[config.mk]
export PLATFORM = sky130hd
export DESIGN_NAME = btn_conditioner
export DESIGN_NICKNAME = d
export VERILOG_FILES = /design/src/rtl/btn_pkg.sv /design/src/rtl/btn_debounce_ch.sv /design/src/rtl/btn_conditioner.sv
export SDC_FILE = /design/constraint.sdc
export NUM_CORES = 1
export LEC_CHECK = 0
export CORE_MARGIN = 2
export CORE_UTILIZATION = 54
export DETAILED_ROUTE_END_ITERATION = 6
export GPL_TIMING_DRIVEN = 1
export PLACE_DENSITY_LB_ADDON = 0.08
export SETUP_SLACK_MARGIN = 0.15
export SYNTH_ARGS = -nofsm -noshare
export SYNTH_HDL_FRONTEND = slang
export SYNTH_HIERARCHICAL = 1
export SYNTH_SLANG_ARGS = --single-unit
[constraint.sdc]
create_clock -name clk_i -period 5.2 [get_ports clk_i]
set_input_delay 0.78 -clock clk_i [delete_from_list [all_inputs] [get_ports clk_i]]
set_output_delay 0.78 -clock clk_i [all_outputs]
set_load 0.02 [all_outputs]
[src/rtl/btn_pkg.sv]
// Shared types and helpers for the push-button conditioner.
package btn_pkg;

  typedef enum logic [1:0] {
    BTN_LOW,
    BTN_CHK_HIGH,
    BTN_HIGH,
    BTN_CHK_LOW
  } btn_state_e;

  function automatic int max_int(input int a, input int b);
    return (a > b) ? a : b;
  endfunction

endpackage

[src/rtl/btn_debounce_ch.sv]
// One button channel: synchroniser, debounce FSM, registered press/release pulses.
// Auto-repeat while held is built only when BTN_CONDITIONER_AUTOREPEAT_EN is defined.
module btn_debounce_ch
  import btn_pkg::*;
#(
  parameter int SYNC_STAGES     = 2,
  parameter int DEBOUNCE_CYCLES = 1_000_000,
  parameter int REPEAT_DELAY    = 25_000_000,
  parameter int REPEAT_PERIOD   = 5_000_000
) (
  input  logic clk_i,
  input  logic reset_i,
  input  logic btn_i,
  output logic level_o,
  output logic press_o,
  output logic release_o
);

  localparam int CNT_W = $clog2(DEBOUNCE_CYCLES + 1);
  localparam logic [CNT_W-1:0] CNT_LAST = CNT_W'(DEBOUNCE_CYCLES - 1);

  logic [SYNC_STAGES-1:0] sync_q, sync_d;
  btn_state_e             state_q, state_d;
  logic [CNT_W-1:0]       cnt_q, cnt_d;
  logic                   level_q, level_d;
  logic                   press_q, press_d;
  logic                   release_q, release_d;
  logic                   s;

`ifdef BTN_CONDITIONER_AUTOREPEAT_EN
  localparam int REP_W = $clog2(max_int(REPEAT_DELAY, REPEAT_PERIOD) + 1);
  localparam logic [REP_W-1:0] REP_DELAY_LAST  = REP_W'(REPEAT_DELAY - 1);
  localparam logic [REP_W-1:0] REP_PERIOD_LAST = REP_W'(REPEAT_PERIOD - 1);

  logic [REP_W-1:0] rep_cnt_q, rep_cnt_d;
  logic             rep_run_q, rep_run_d;
`endif

  // Oldest synchroniser stage is the only one the FSM may look at.
  assign sync_d = {sync_q[SYNC_STAGES-2:0], btn_i};
  assign s      = sync_q[SYNC_STAGES-1];

  always_comb begin
    // NOTE: every always_comb output gets a default first so no path can infer a latch.
    state_d   = state_q;
    cnt_d     = cnt_q;
    level_d   = level_q;
    press_d   = 1'b0;
    release_d = 1'b0;
`ifdef BTN_CONDITIONER_AUTOREPEAT_EN
    rep_cnt_d = '0;
    rep_run_d = 1'b0;
`endif

    unique case (state_q)
      BTN_LOW: begin
        if (s) begin
          state_d = BTN_CHK_HIGH;
          cnt_d   = '0;
        end
      end
      BTN_CHK_HIGH: begin
        if (!s) begin
          state_d = BTN_LOW;
        end else if (cnt_q == CNT_LAST) begin
          state_d = BTN_HIGH;
          level_d = 1'b1;
          press_d = 1'b1;
        end else begin
          cnt_d = cnt_q + 1'b1;
        end
      end
      BTN_HIGH: begin
        if (!s) begin
          state_d = BTN_CHK_LOW;
          cnt_d   = '0;
        end else begin
`ifdef BTN_CONDITIONER_AUTOREPEAT_EN
          // First repeat waits the long delay, later ones use the short period.
          if (rep_cnt_q == (rep_run_q ? REP_PERIOD_LAST : REP_DELAY_LAST)) begin
            press_d   = 1'b1;
            rep_cnt_d = '0;
            rep_run_d = 1'b1;
          end else begin
            rep_cnt_d = rep_cnt_q + 1'b1;
            rep_run_d = rep_run_q;
          end
`endif
        end
      end
      BTN_CHK_LOW: begin
        if (s) begin
          state_d = BTN_HIGH;
        end else if (cnt_q == CNT_LAST) begin
          state_d   = BTN_LOW;
          level_d   = 1'b0;
          release_d = 1'b1;
        end else begin
          cnt_d = cnt_q + 1'b1;
        end
      end
      default: state_d = BTN_LOW;
    endcase
  end

  always_ff @(posedge clk_i) begin
    // NOTE: sequential state uses non-blocking assignments so every flop sees pre-edge values.
    if (reset_i) begin
      sync_q    <= '0;
      state_q   <= BTN_LOW;
      cnt_q     <= '0;
      level_q   <= 1'b0;
      press_q   <= 1'b0;
      release_q <= 1'b0;
`ifdef BTN_CONDITIONER_AUTOREPEAT_EN
      rep_cnt_q <= '0;
      rep_run_q <= 1'b0;
`endif
    end else begin
      sync_q    <= sync_d;
      state_q   <= state_d;
      cnt_q     <= cnt_d;
      level_q   <= level_d;
      press_q   <= press_d;
      release_q <= release_d;
`ifdef BTN_CONDITIONER_AUTOREPEAT_EN
      rep_cnt_q <= rep_cnt_d;
      rep_run_q <= rep_run_d;
`endif
    end
  end

  assign level_o   = level_q;
  assign press_o   = press_q;
  assign release_o = release_q;

endmodule

[src/rtl/btn_conditioner.sv]
// Conditions NUM_BTN raw board buttons into clean levels and press/release pulses.
// Define BTN_CONDITIONER_AUTOREPEAT_EN to add auto-repeat press pulses while a button is held.
module btn_conditioner
  import btn_pkg::*;
#(
  parameter int NUM_BTN         = 3,
  parameter int SYNC_STAGES     = 2,
  parameter int DEBOUNCE_CYCLES = 1_000_000,
  parameter int REPEAT_DELAY    = 25_000_000,
  parameter int REPEAT_PERIOD   = 5_000_000
) (
  input  logic               clk_i,
  input  logic               reset_i,
  input  logic [NUM_BTN-1:0] btn_i,
  output logic [NUM_BTN-1:0] level_o,
  output logic [NUM_BTN-1:0] press_o,
  output logic [NUM_BTN-1:0] release_o
);

  for (genvar g = 0; g < NUM_BTN; g++) begin : g_ch
    btn_debounce_ch #(
      .SYNC_STAGES    (SYNC_STAGES),
      .DEBOUNCE_CYCLES(DEBOUNCE_CYCLES),
      .REPEAT_DELAY   (REPEAT_DELAY),
      .REPEAT_PERIOD  (REPEAT_PERIOD)
    ) u_ch (
      .clk_i    (clk_i),
      .reset_i  (reset_i),
      .btn_i    (btn_i[g]),
      .level_o  (level_o[g]),
      .press_o  (press_o[g]),
      .release_o(release_o[g])
    );
  end

endmodule

==> flow_summary.yaml, run 1 <==
outcome:
  outcome: "finished, final reports clean"
logic_synthesis:
  synth.area.mux_share: 0.01645
  syn_inst: 513
  synth_top_cells_by_count: "sky130_fd_sc_hd__dfxtp_1 (81), sky130_fd_sc_hd__a21oi_1 (54), sky130_fd_sc_hd__nor2_1 (48), sky130_fd_sc_hd__o21ai_0 (33), sky130_fd_sc_hd__nand3_1 (27)"
  synth_top_cell_area_share: 0.3949
  post_synth_edffs: 0
  async_set_or_reset_flop_fraction_in_the_synthesized_netlist: 0
  synth_area_sq_um: 4106
  library_cell_occupying_the_most_area_in_the_post_synthesis_netlist: "sky130_fd_sc_hd__dfxtp_1"
  synthAdderAreaFrac: 0.009141
  yosys.cell_types.count: 42
  synth.most_common_cell: "sky130_fd_sc_hd__dfxtp_1"
  synth.top_cells.by_area: "sky130_fd_sc_hd__dfxtp_1 (39%), sky130_fd_sc_hd__a21oi_1 (6.6%), sky130_fd_sc_hd__nor2_1 (4.4%), sky130_fd_sc_hd__o21ai_0 (4.0%), sky130_fd_sc_hd__nand3_1 (3.3%)"
  ys_seq_elements: 81
  synth_xor_area_frac: 0.006399
  synth_compound_gate_area_share: 0.2066
  synth_top_family_by_area: "simple AND/OR/NAND/NOR gates"
  syn_nets: 521
  yosysWarningCount: 6
  synth_flop_cell: "sky130_fd_sc_hd__dfxtp_1"
  postSynthAreaPerCell_sq_um: 8.005
  synth-seq-area-share: 0.3949
  simple_gate_share_of_the_synthesized_area: 0.3263
setup_path:
  cp_data_arrival_time_ns: 2.56
  crit_path_end_kind: "flop"
  required_time_at_the_endpoint_of_the_critical_path_ns: 5.48
  crit_path_max_fanout: 19
  cp-start-kind: "flop"
  critPathKind: "reg2reg"
die:
  floorplan.rows: 31
  chipHeight_um: 91.21
  dieArea_sq_um: 8318
  die_x_um: 91.21
  boundaryPins: 14
  initial_utilization: 0.5631
  design.core.area_sq_um: 7292
cts:
  clock_sinks: 81
  cts_root_buffer: "sky130_fd_sc_hd__clkbuf_8"
  clk_path_buf_depth: 2
  ctsHoldBuffers: 0
  postCtsSetupBuffers: 0
  clkSlewWorstSetupHoldPaths_ns: 0.10
  number_of_h_tree_levels: 3
  cts.repair.resized: 0
  cts_buffers: 9
  tritoncts: "done"
  clock_insertion_delay_worst_skew_ns: 0.35
drt:
  vias_per_cell: 6.090
  dr.pass1.iters: 4
  vias: 3770
  wirelength_mm: 8.813
  antenna_violating_nets_post_route: 0
  route.detailed.wl_per_inst_um: 14.24
  detail_route.drc_violations: 0
  initialDrtViolationCount: 228
pwr:
  worst_ir_drop_vdd_mv: 0.1885
  share_clk_of_total_power: 0.416
  combinationalPowerShare: 0.039
  fin_total_pwr_mw: 1.156
  power.leakage_nw: 1.400
  sw_frac_of_total: 0.2473
  p_switching_mw: 0.2859
  p_int_mw: 0.8700
  power_density_nw_per_um2: 258.1
  portion_of_total_power_attributed_to_sequential_cells: 0.545
cells_and_area:
  n_antenna_cell: 0
  share_of_layout_cells_above_drive_strength_1: 0.08269
  area_delta_synth_final_pct: 9.080
  finalInstanceArea_sq_um: 4479
  fillCellCount: 686
  num-nets-final: 523
place:
  dp_slack_ns: 3.022
  dp_hpwl_mm: 5.729
  numPortBuffers: 13
  dpl_cell_area_sq_um: 4273
  last_weighted_congestion_value_of_the_routability_driven_placer: 0.8463
grt:
  grt_busiest_layer: "met2"
  grt_remaining_overflow: 0
  number_of_global_route_vias_before_repair: 3384
  grt_use_total: 0.2241
  use_met3: 0.05062
  groute.layer.met2.usage: 0.3444
  grt_first_pass_wirelength_mm: 15.73
  met1_usage: 0.3146
  initial_antenna_violation_count: 0
  largest_net_degree_at_the_start_of_global_routing: 52
sta:
  rsz0062_at_grt: "false"
  report.final.hold_viol_count: 0
  fin_setup_tns_ns: 0
  final.setup.worst_slack_ns: 2.922
  final_skew_ns: 0.01376
  slew_headroom: 0.3639
  slew_viol_final: 0
  layout_min_cycle_time_ns: 2.278
  setup_viol: 0
  min_period_over_period: 0.4380
  worst_pin_slew_ns: 0.9474
  maxClockFrequency_mhz: 439.0
min_path:
  worst_hold_path_type: "reg2reg"
run:
  maxcap_viol_count: 0
==> final timing paths <==
check	cells after the start	to	startpoint	slack (ns)
worst min-delay path	1	g_ch[1].u_ch/sync_q[1]	g_ch[1].u_ch/sync_q[0]	0.45
worst min register to register	1	g_ch[1].u_ch/sync_q[1]	g_ch[1].u_ch/sync_q[0]	0.45
worst max-delay path	5	g_ch[0].u_ch/cnt_q[16]	flop	2.92
worst max register to register	5	g_ch[0].u_ch/cnt_q[16]	flop	2.92
==> sequential cells by signal, summed over array words and instances (netlist names), named ones only <==
register and count:
g_ch.u_ch/sync_q 6, g_ch.u_ch/state_q 3, g_ch.u_ch/cnt_q 60, g_ch.u_ch/release_o 3
g_ch.u_ch/level_o 3, g_ch.u_ch/press_o 3
==> critical path, stage by stage (launching register included) <==
cell and delay [ns]:
sky130_fd_sc_hd__dfxtp_1 0.36, sky130_fd_sc_hd__xnor2_1 0.77, sky130_fd_sc_hd__inv_1 0.32, sky130_fd_sc_hd__o21ai_2 0.40, sky130_fd_sc_hd__o21ai_0 0.21, sky130_fd_sc_hd__a21oi_1 0.14
==> logic make-up after synthesis <==
kind of cell               count (synthesis)
DFF                                       81
muxes                                      6
adders and majority gates                  3
xor gates and xnor gates                   3
AOI/OAI and AO/OA                        144
buffers and inverters                     42
and+or+nand+nor                          234
==> layout make-up <==
cell class                 count  area [sq um]  share of cell area
timing repair buffer          15         140.1             0.03128
clock inverter                 7         82.58             0.01844
clock buffer                   9         123.9             0.02765
inverter                      18         67.56             0.01508
sequential                    81          1622              0.3620
tap                           99         123.9             0.02765
multi-input combinational    390          2320              0.5179
==> power by group through the flow <==
stage	logic (mW)	clock network (mW)	registers, mW
after CTS	0.0448	0.495	0.630
after detailed placement	0.0447	0	0.645
after global routing	0.0496	0.517	0.631
after floorplan	0.0291	0	0.645
final	0.0446	0.481	0.630
after global placement	0.0443	0	0.645
==> placed cells by master (no fill, tap or decap), drive strengths merged, types with 9 or more instances in the layout <==
| cell type | synthesis | routed |
|---|---|---|
| a21oi | 54 | 54 |
| a22oi | 9 | 9 |
| a31oi | 21 | 21 |
| and3 | 12 | 12 |
| clkbuf | 18 | 9 |
| clkdlybuf4s50 | 0 | 12 |
| dfxtp | 81 | 81 |
| inv | 18 | 22 |
| nand2 | 24 | 24 |
| nand3 | 30 | 30 |
| nand4 | 18 | 18 |
| nor2 | 48 | 48 |
| nor2b | 9 | 9 |
| nor3 | 18 | 18 |
| nor4 | 12 | 12 |
| o21ai | 36 | 36 |
| or3 | 15 | 15 |
| or4 | 15 | 15 |
==> metrics by stage <==
stage	std cells	utilization	hold WS, ns
after floorplan	513	-	0.4138
after global placement	603	0.5860	0.4171
after detailed placement	603	0.5860	0.4267
after CTS	619	0.6143	0.4521
after global routing	619	0.6143	0.4595
final	619	0.6143	0.4478
==> routing by layer <==
layer,wire (um),vias to the layer above
li1,-,1927
met1,4374,1760
met2,4007,77
met3,359,6
met4,72,0
met5,0,-
Note: power is estimated with default switching activity, not from simulation.
==> run 2, diff against run 1 <==
==> constraint.sdc (replaced) <==
create_clock -name clk_i -period 1.9 [get_ports clk_i]
set_input_delay 0.285 -clock clk_i [delete_from_list [all_inputs] [get_ports clk_i]]
set_output_delay 0.285 -clock clk_i [all_outputs]
set_load 0.02 [all_outputs]
==> run 2 against run 1 <==
Against the previous run: die area is the same; setup slack worse by 2.8 ns; sequential share of layout area down 5.2 points; non-clock buffer count is 69 higher; clock power grew to 2.7 times the previous value; flip-flop and latch count unchanged; design area increased by 21%; clock skew shrank 0.0061 ns; first-iteration DRC count is 14% higher; sequential power rose to 2.7 times the previous value; critical endpoint is now g_ch[2].u_ch/cnt_q[14]; largest power group unchanged; highest routed layer unchanged.
==> flow_summary.yaml, run 2 (synthesized netlist as in run 1, its figures left out) <==
sta:
  layout_min_cycle_time_ns: 1.819
  slew_viol_final: 0
  report.final.hold_viol_count: 0
  finalHoldWorstSlack_ns: 0.4172
  setup_viol: 0
  worst_pin_slew_ns: 0.5792
  slew_headroom: 0.6139
  rsz0062_at_grt: "true"
  final_skew_ns: 0.007667
  fin_setup_tns_ns: 0
  maxClockFrequency_mhz: 549.7
  min_period_over_period: 0.9575
cts:
  tritoncts: "done"
  cts_buffers: 9
  clkSlewWorstSetupHoldPaths_ns: 0.09
  number_of_h_tree_levels: 3
  cts_root_buffer: "sky130_fd_sc_hd__clkbuf_8"
  clock_insertion_delay_worst_skew_ns: 0.35
  clk_path_buf_depth: 2
  clock_sinks: 81
setup_path:
  timing.critical_path.from: "g_ch[2].u_ch/cnt_q[10]"
  crit_path_cells: "nand4_1 > buf_6 > or4_4 > or4_4 > a21oi_2"
  cp_data_arrival_time_ns: 2.11
  rr_worst_depth: 5
  dominant_cell_type_by_count_on_the_critical_path: "sky130_fd_sc_hd__or4_4"
  critical-path-max-stage-delay_ns: 0.50
  crit_path_max_fanout: 4
  worstReg2RegEnd: "g_ch[2].u_ch/cnt_q[14]"
  required_time_at_the_endpoint_of_the_critical_path_ns: 2.19
  crit_path_end_kind: "flop"
  timing.critical_path.to: "g_ch[2].u_ch/cnt_q[14]"
  critPathKind: "reg2reg"
  crit-reg2reg-launch: "g_ch[2].u_ch/cnt_q[10]"
  reg2reg_setup_slack_ns: 0.08
  cp-start-kind: "flop"
  slowest_stage_cell_cp: "sky130_fd_sc_hd__or4_4"
drt:
  dr.pass1.iters: 5
  antenna_violating_nets_post_route: 0
  initialDrtViolationCount: 261
  vias_per_cell: 6.158
  wirelength_mm: 10.69
  route.detailed.wl_per_inst_um: 15.53
  vias: 4237
  detail_route.drc_violations: 0
die:
  boundaryPins: 14
  die_x_um: 91.21
  floorplan.rows: 31
  dieArea_sq_um: 8318
  design.core.area_sq_um: 7292
  chipHeight_um: 91.21
  initial_utilization: 0.5631
outcome:
  outcome: "finished, final reports clean"
grt:
  number_of_global_route_vias_before_repair: 3665
  initial_antenna_violation_count: 0
  grt_first_pass_wirelength_mm: 16.42
  grt_use_total: 0.2353
  grt_busiest_layer: "met2"
  grt_remaining_overflow: 0
  use_met3: 0.05643
  largest_net_degree_at_the_start_of_global_routing: 31
  groute.layer.met2.usage: 0.3963
  met1_usage: 0.3024
place:
  last_weighted_congestion_value_of_the_routability_driven_placer: 0.8369
  numPortBuffers: 13
  placed_cells_incl_taps: 644
  dp_hpwl_mm: 6.511
cells_and_area:
  share_of_layout_cells_above_drive_strength_1: 0.3260
  layout_commonest_cell: "sky130_fd_sc_hd__buf_4"
  num-nets-final: 592
  regArea_sq_um: 1675
  finalCoreUtilization: 0.7423
  final_cell_mix: "sky130_fd_sc_hd__buf_4 (59), sky130_fd_sc_hd__dfxtp_1 (48), sky130_fd_sc_hd__nor2_1 (45), sky130_fd_sc_hd__a21oi_1 (42), sky130_fd_sc_hd__dfxtp_2 (28)"
  fillCellCount: 550
  area_delta_synth_final_pct: 31.81
  reg.largest.list: "g_ch.u_ch/cnt_q: 60 flops, g_ch.u_ch/sync_q: 6 flops"
  area_occupied_by_multi_input_gates_sq_um: 2661
  largest_register_ff_count: 60
  stdcell_count: 688
  largest_register: "g_ch.u_ch/cnt_q"
  n_antenna_cell: 0
pwr:
  worst_ir_drop_vdd_mv: 0.4344
  power.leakage_nw: 1.823
  fin_total_pwr_mw: 3.178
  power_density_nw_per_um2: 587.1
min_path:
  whs_path_depth: 2
  hold_path_startpoint: "reset_i"
  worst_hold_path_type: "in2reg"
run:
  maxcap_viol_count: 0
## run 2: changes by cell type in the layout (fill, tap and decap cells not counted), sizes merged
cell    before  now
clkinv       0    1
buf          3   72
inv         22   21
## run 2: cell type report
type                    instances  area share
clock buffers                   9     0.02288
multi-input cells             390      0.4917
well taps                      99     0.02288
flip-flops and latches         81      0.3095
repair buffers                 84      0.1264
inverters                      18     0.01248
clock inverters                 7     0.01410
## run 2: worst min path at each step
stage                                        end  slack (ns)
after global routing       g_ch[2].u_ch/cnt_q[3]        0.41
after CTS                  g_ch[2].u_ch/cnt_q[3]        0.39
after floorplan           g_ch[0].u_ch/sync_q[0]        0.41
after global placement    g_ch[0].u_ch/sync_q[1]        0.42
after detailed placement  g_ch[1].u_ch/sync_q[1]        0.42
final                      g_ch[2].u_ch/cnt_q[3]        0.42
## run 2: power by group
group / switching, mW / internal (mW) / total [mW] / leakage (nW)
combinational: 0.102 / 0.0653 / 0.168 / 1.05
sequential: 0.0100 / 1.70 / 1.71 / 0.673
clock: 0.679 / 0.619 / 1.30 / 0.0966
## run 2: metrics by stage
step | instance area (sq um) | setup WS, ns
final | 5413 | 0.08077
after global routing | 5413 | 0.04394
after CTS | 4918 | 0.1224
after detailed placement | 4607 | -0.01747
after global placement | 4607 | -0.02156
after floorplan | 4133 | 0.1523
## run 2: critical path, delay by kind of cell (launching register included)
family	cells	cell delay, ns
AO/OA/AOI/OAI	1	0.14
buffers and inverters	1	0.15
flip-flops	1	0.37
AND/OR/NAND/NOR	3	1.11
## run 2: timing repair
item | CTS | global route
resized for setup | 15 | 101
pin swaps | 10 | 49
buffers inserted | 6 | 19
hold buffers | 0 | 0
endpoints found under the setup margin | 48 | 57
gates cloned | 0 | 3
## run 2: metal layers
layer  part of all wire  wire length [um]
met1               0.43              4613
met2               0.51              5461
met3              0.042               452
met4              0.015               159
met5                  0                 0
==> run 3, diff against run 2 <==
--- a/config.mk
+++ b/config.mk
@@ -7,11 +7,12 @@
 export LEC_CHECK = 0
 export CORE_MARGIN = 2
 export CORE_UTILIZATION = 54
+export CTS_CLUSTER_SIZE = 40
 export DETAILED_ROUTE_END_ITERATION = 6
 export GPL_TIMING_DRIVEN = 1
 export PLACE_DENSITY_LB_ADDON = 0.08
 export SETUP_SLACK_MARGIN = 0.15
+export SLEW_MARGIN = 20
 export SYNTH_ARGS = -nofsm -noshare
 export SYNTH_HDL_FRONTEND = slang
-export SYNTH_HIERARCHICAL = 1
 export SYNTH_SLANG_ARGS = --single-unit
==> run 3 against run 2 <==
Against the previous run: the flow now finishes with violations (negative setup slack); core utilization rose by 0.67 points; hold slack got worse by 0.12 ns; clock skew grew 0.0052 ns; die area rose by 2.6%; clock-buffer cell count grew 1; flip-flop and latch count did not move; area after synthesis is 2.7% higher; synthesized cell count decreased by 3.3%; design area grew 5.8%; largest cell class unchanged.
==> flow_summary.yaml, run 3 <==
outcome:
  outcome: "finished with violations"
  failing_checks: "negative setup slack"
drt:
  initialDrtViolationCount: 243
  wirelength_mm: 11.52
  vias_per_cell: 6.111
  detail_route.drc_violations: 0
  dr.pass1.iters: 6
  antenna_violating_nets_post_route: 0
  vias: 4168
  route.detailed.wl_per_inst_um: 16.89
logic_synthesis:
  synth.most_common_cell: "sky130_fd_sc_hd__dfxtp_1"
  post_synth_edffs: 0
  async_set_or_reset_flop_fraction_in_the_synthesized_netlist: 0
  syn_inst: 496
  synth_flop_cell: "sky130_fd_sc_hd__dfxtp_1"
  syn_nets: 504
  yosysWarningCount: 0
  yosys.cell_types.count: 66
  synth_top_cell_area_share: 0.3843
  postSynthAreaPerCell_sq_um: 8.506
  ys_seq_elements: 81
  synth-seq-area-share: 0.3843
  synth_area_sq_um: 4219
  synth.top_cells.by_area: "sky130_fd_sc_hd__dfxtp_1 (38%), sky130_fd_sc_hd__nor2_1 (4.2%), sky130_fd_sc_hd__nand3_1 (4.2%), sky130_fd_sc_hd__nand2_1 (4.0%), sky130_fd_sc_hd__a21oi_1 (2.7%)"
  library_cell_occupying_the_most_area_in_the_post_synthesis_netlist: "sky130_fd_sc_hd__dfxtp_1"
  synth_top_cells_by_count: "sky130_fd_sc_hd__dfxtp_1 (81), sky130_fd_sc_hd__nor2_1 (47), sky130_fd_sc_hd__nand2_1 (45), sky130_fd_sc_hd__nand3_1 (35), sky130_fd_sc_hd__a21oi_1 (23)"
cells_and_area:
  area_delta_synth_final_pct: 35.77
  reg.largest.list: "g_ch.u_ch.cnt_q: 60 flops, g_ch.u_ch.sync_q: 6 flops"
  layout_commonest_cell: "sky130_fd_sc_hd__buf_4"
  largest_register_ff_count: 60
  final_cell_mix: "sky130_fd_sc_hd__buf_4 (78), sky130_fd_sc_hd__nor2_1 (45), sky130_fd_sc_hd__dfxtp_1 (41), sky130_fd_sc_hd__nand2_1 (36), sky130_fd_sc_hd__dfxtp_2 (30)"
  finalInstanceArea_sq_um: 5728
  largest_register: "g_ch.u_ch.cnt_q"
  n_antenna_cell: 0
  num-nets-final: 583
  finalCoreUtilization: 0.7490
  share_of_layout_cells_above_drive_strength_1: 0.4069
cts:
  clock_sinks: 81
  tritoncts: "done"
  clk_path_buf_depth: 2
  number_of_h_tree_levels: 3
  cts_buffers: 9
  clkSlewWorstSetupHoldPaths_ns: 0.09
  clock_insertion_delay_worst_skew_ns: 0.36
  cts_root_buffer: "sky130_fd_sc_hd__clkbuf_8"
  ctsHoldBuffers: 0
sta:
  min_period_over_period: 1.040
  setup_viol: 2
  worst_pin_slew_ns: 0.5390
  layout_min_cycle_time_ns: 1.975
  slew_headroom: 0.6381
  final_skew_ns: 0.01288
  rsz0062_at_grt: "true"
  slew_viol_final: 0
  maxClockFrequency_mhz: 506.3
  final.setup.worst_slack_ns: -0.07529
  report.final.hold_viol_count: 0
pwr:
  power.leakage_nw: 2.058
  p_int_mw: 2.402
  power_density_nw_per_um2: 559.0
  portion_of_total_power_attributed_to_sequential_cells: 0.535
  share_clk_of_total_power: 0.399
  p_switching_mw: 0.7994
  worst_ir_drop_vdd_mv: 0.3835
  combinationalPowerShare: 0.066
  sw_frac_of_total: 0.2497
min_path:
  hold_path_startpoint: "reset_i"
  worst_hold_path_type: "in2reg"
setup_path:
  crit_path_end_kind: "flop"
  critPathKind: "reg2reg"
  worstReg2RegEnd: "g_ch[1].u_ch.cnt_q[1]"
  cp_data_arrival_time_ns: 2.26
  reg2reg_setup_slack_ns: -0.08
  timing.critical_path.from: "g_ch[1].u_ch.cnt_q[7]"
  rr_worst_depth: 7
  required_time_at_the_endpoint_of_the_critical_path_ns: 2.19
  crit-reg2reg-launch: "g_ch[1].u_ch.cnt_q[7]"
  cp-start-kind: "flop"
  timing.critical_path.to: "g_ch[1].u_ch.cnt_q[1]"
  crit_path_max_fanout: 4
die:
  chipHeight_um: 92.39
  initial_utilization: 0.5517
  floorplan.rows: 32
  boundaryPins: 14
  die_x_um: 92.39
  dieArea_sq_um: 8536
  design.core.area_sq_um: 7647
grt:
  grt_use_total: 0.2478
  largest_net_degree_at_the_start_of_global_routing: 61
  grt_first_pass_wirelength_mm: 17.34
  number_of_global_route_vias_before_repair: 3696
  grt_remaining_overflow: 0
  initial_antenna_violation_count: 0
place:
  dpl_cell_area_sq_um: 4751
  dp_hpwl_mm: 6.451
  numPortBuffers: 13
  last_weighted_congestion_value_of_the_routability_driven_placer: 0.9042
run:
  maxcap_viol_count: 0
## run 3: cell type report
| class | instances | area, sq um |
|---|---|---|
| inverter | 6 | 22.52 |
| clock inverter | 6 | 67.56 |
| timing repair buffer | 103 | 890.9 |
| tap | 102 | 127.6 |
| fill | 528 | 1919 |
| clock buffer | 10 | 127.6 |
| sequential | 81 | 1697 |
| multi-input combinational | 374 | 2795 |
## run 3: worst max-delay path, stage by stage, from the launching register on
cell	delay, ns
sky130_fd_sc_hd__dfxtp_4	0.37
sky130_fd_sc_hd__nor4b_2	0.27
sky130_fd_sc_hd__nand4_1	0.22
sky130_fd_sc_hd__o31ai_4	0.49
sky130_fd_sc_hd__buf_4	0.21
sky130_fd_sc_hd__buf_6	0.13
sky130_fd_sc_hd__nand2_1	0.07
sky130_fd_sc_hd__a21oi_1	0.14
## run 3: cells by family after synthesis
| group | count (synthesis) | share of synthesized area |
|---|---|---|
| AOI/OAI and AO/OA | 101 | 0.1551 |
| xor gates and xnor gates | 19 | 0.04122 |
| adders and majority gates | 3 | 0.008898 |
| buffers and inverters | 44 | 0.06672 |
| DFF | 81 | 0.3843 |
| muxes | 10 | 0.02550 |
| and+or+nand+nor | 238 | 0.3182 |
## run 3: power by group through the flow
stage	Combinational, mW	Clock, mW	Sequential [mW]
after floorplan	0.127	0	1.76
after global placement	0.171	0	1.76
after detailed placement	0.172	0	1.77
after CTS	0.188	1.30	1.72
after global routing	0.223	1.36	1.72
final	0.210	1.28	1.71
## run 3: through the flow
stage	power [mW]	setup TNS [ns]	worst slack (ns)	instances	hold slack, ns
6_report	3.202	-0.1027	-0.07529	682	0.2990
3_3_place_gp	1.936	0	0.03648	632	0.4273
2_1_floorplan	1.888	-0.01071	-0.01071	496	0.4132
3_5_place_dp	1.938	-0.01668	-0.01343	632	0.4291
4_1_cts	3.208	0	0.05922	666	0.2927
5_1_grt	3.296	-0.9730	-0.1536	682	0.3236
## run 3: repair_timing
action / in CTS / in global routing
resized for setup: 50 / 92
setup endpoints to repair: 46 / 54
setup buffers: 14 / 14
cloned: 4 / 2
pin swaps: 12 / 61
## run 3: how the worst min path moves through the flow
stage                                   endpoint  slack (ns)  depth (start not counted)
after floorplan           g_ch[0].u_ch.sync_q[0]        0.41                          1
after global placement    g_ch[1].u_ch.sync_q[1]        0.43                          1
after detailed placement  g_ch[1].u_ch.sync_q[1]        0.43                          1
after CTS                 g_ch[2].u_ch.cnt_q[11]        0.29                          2
after global routing      g_ch[2].u_ch.cnt_q[11]        0.32                          2
final                     g_ch[2].u_ch.cnt_q[11]        0.30                          2
## run 3: per-layer routing
layer | routed length, um | up-vias | global-route usage
met2 | 5663 | 118 | 0.4106
li1 | - | 1995 | -
met3 | 561 | 24 | 0.03417
met1 | 5037 | 2031 | 0.3347
met4 | 259 | 0 | 0.07836
met5 | 0 | - | 0
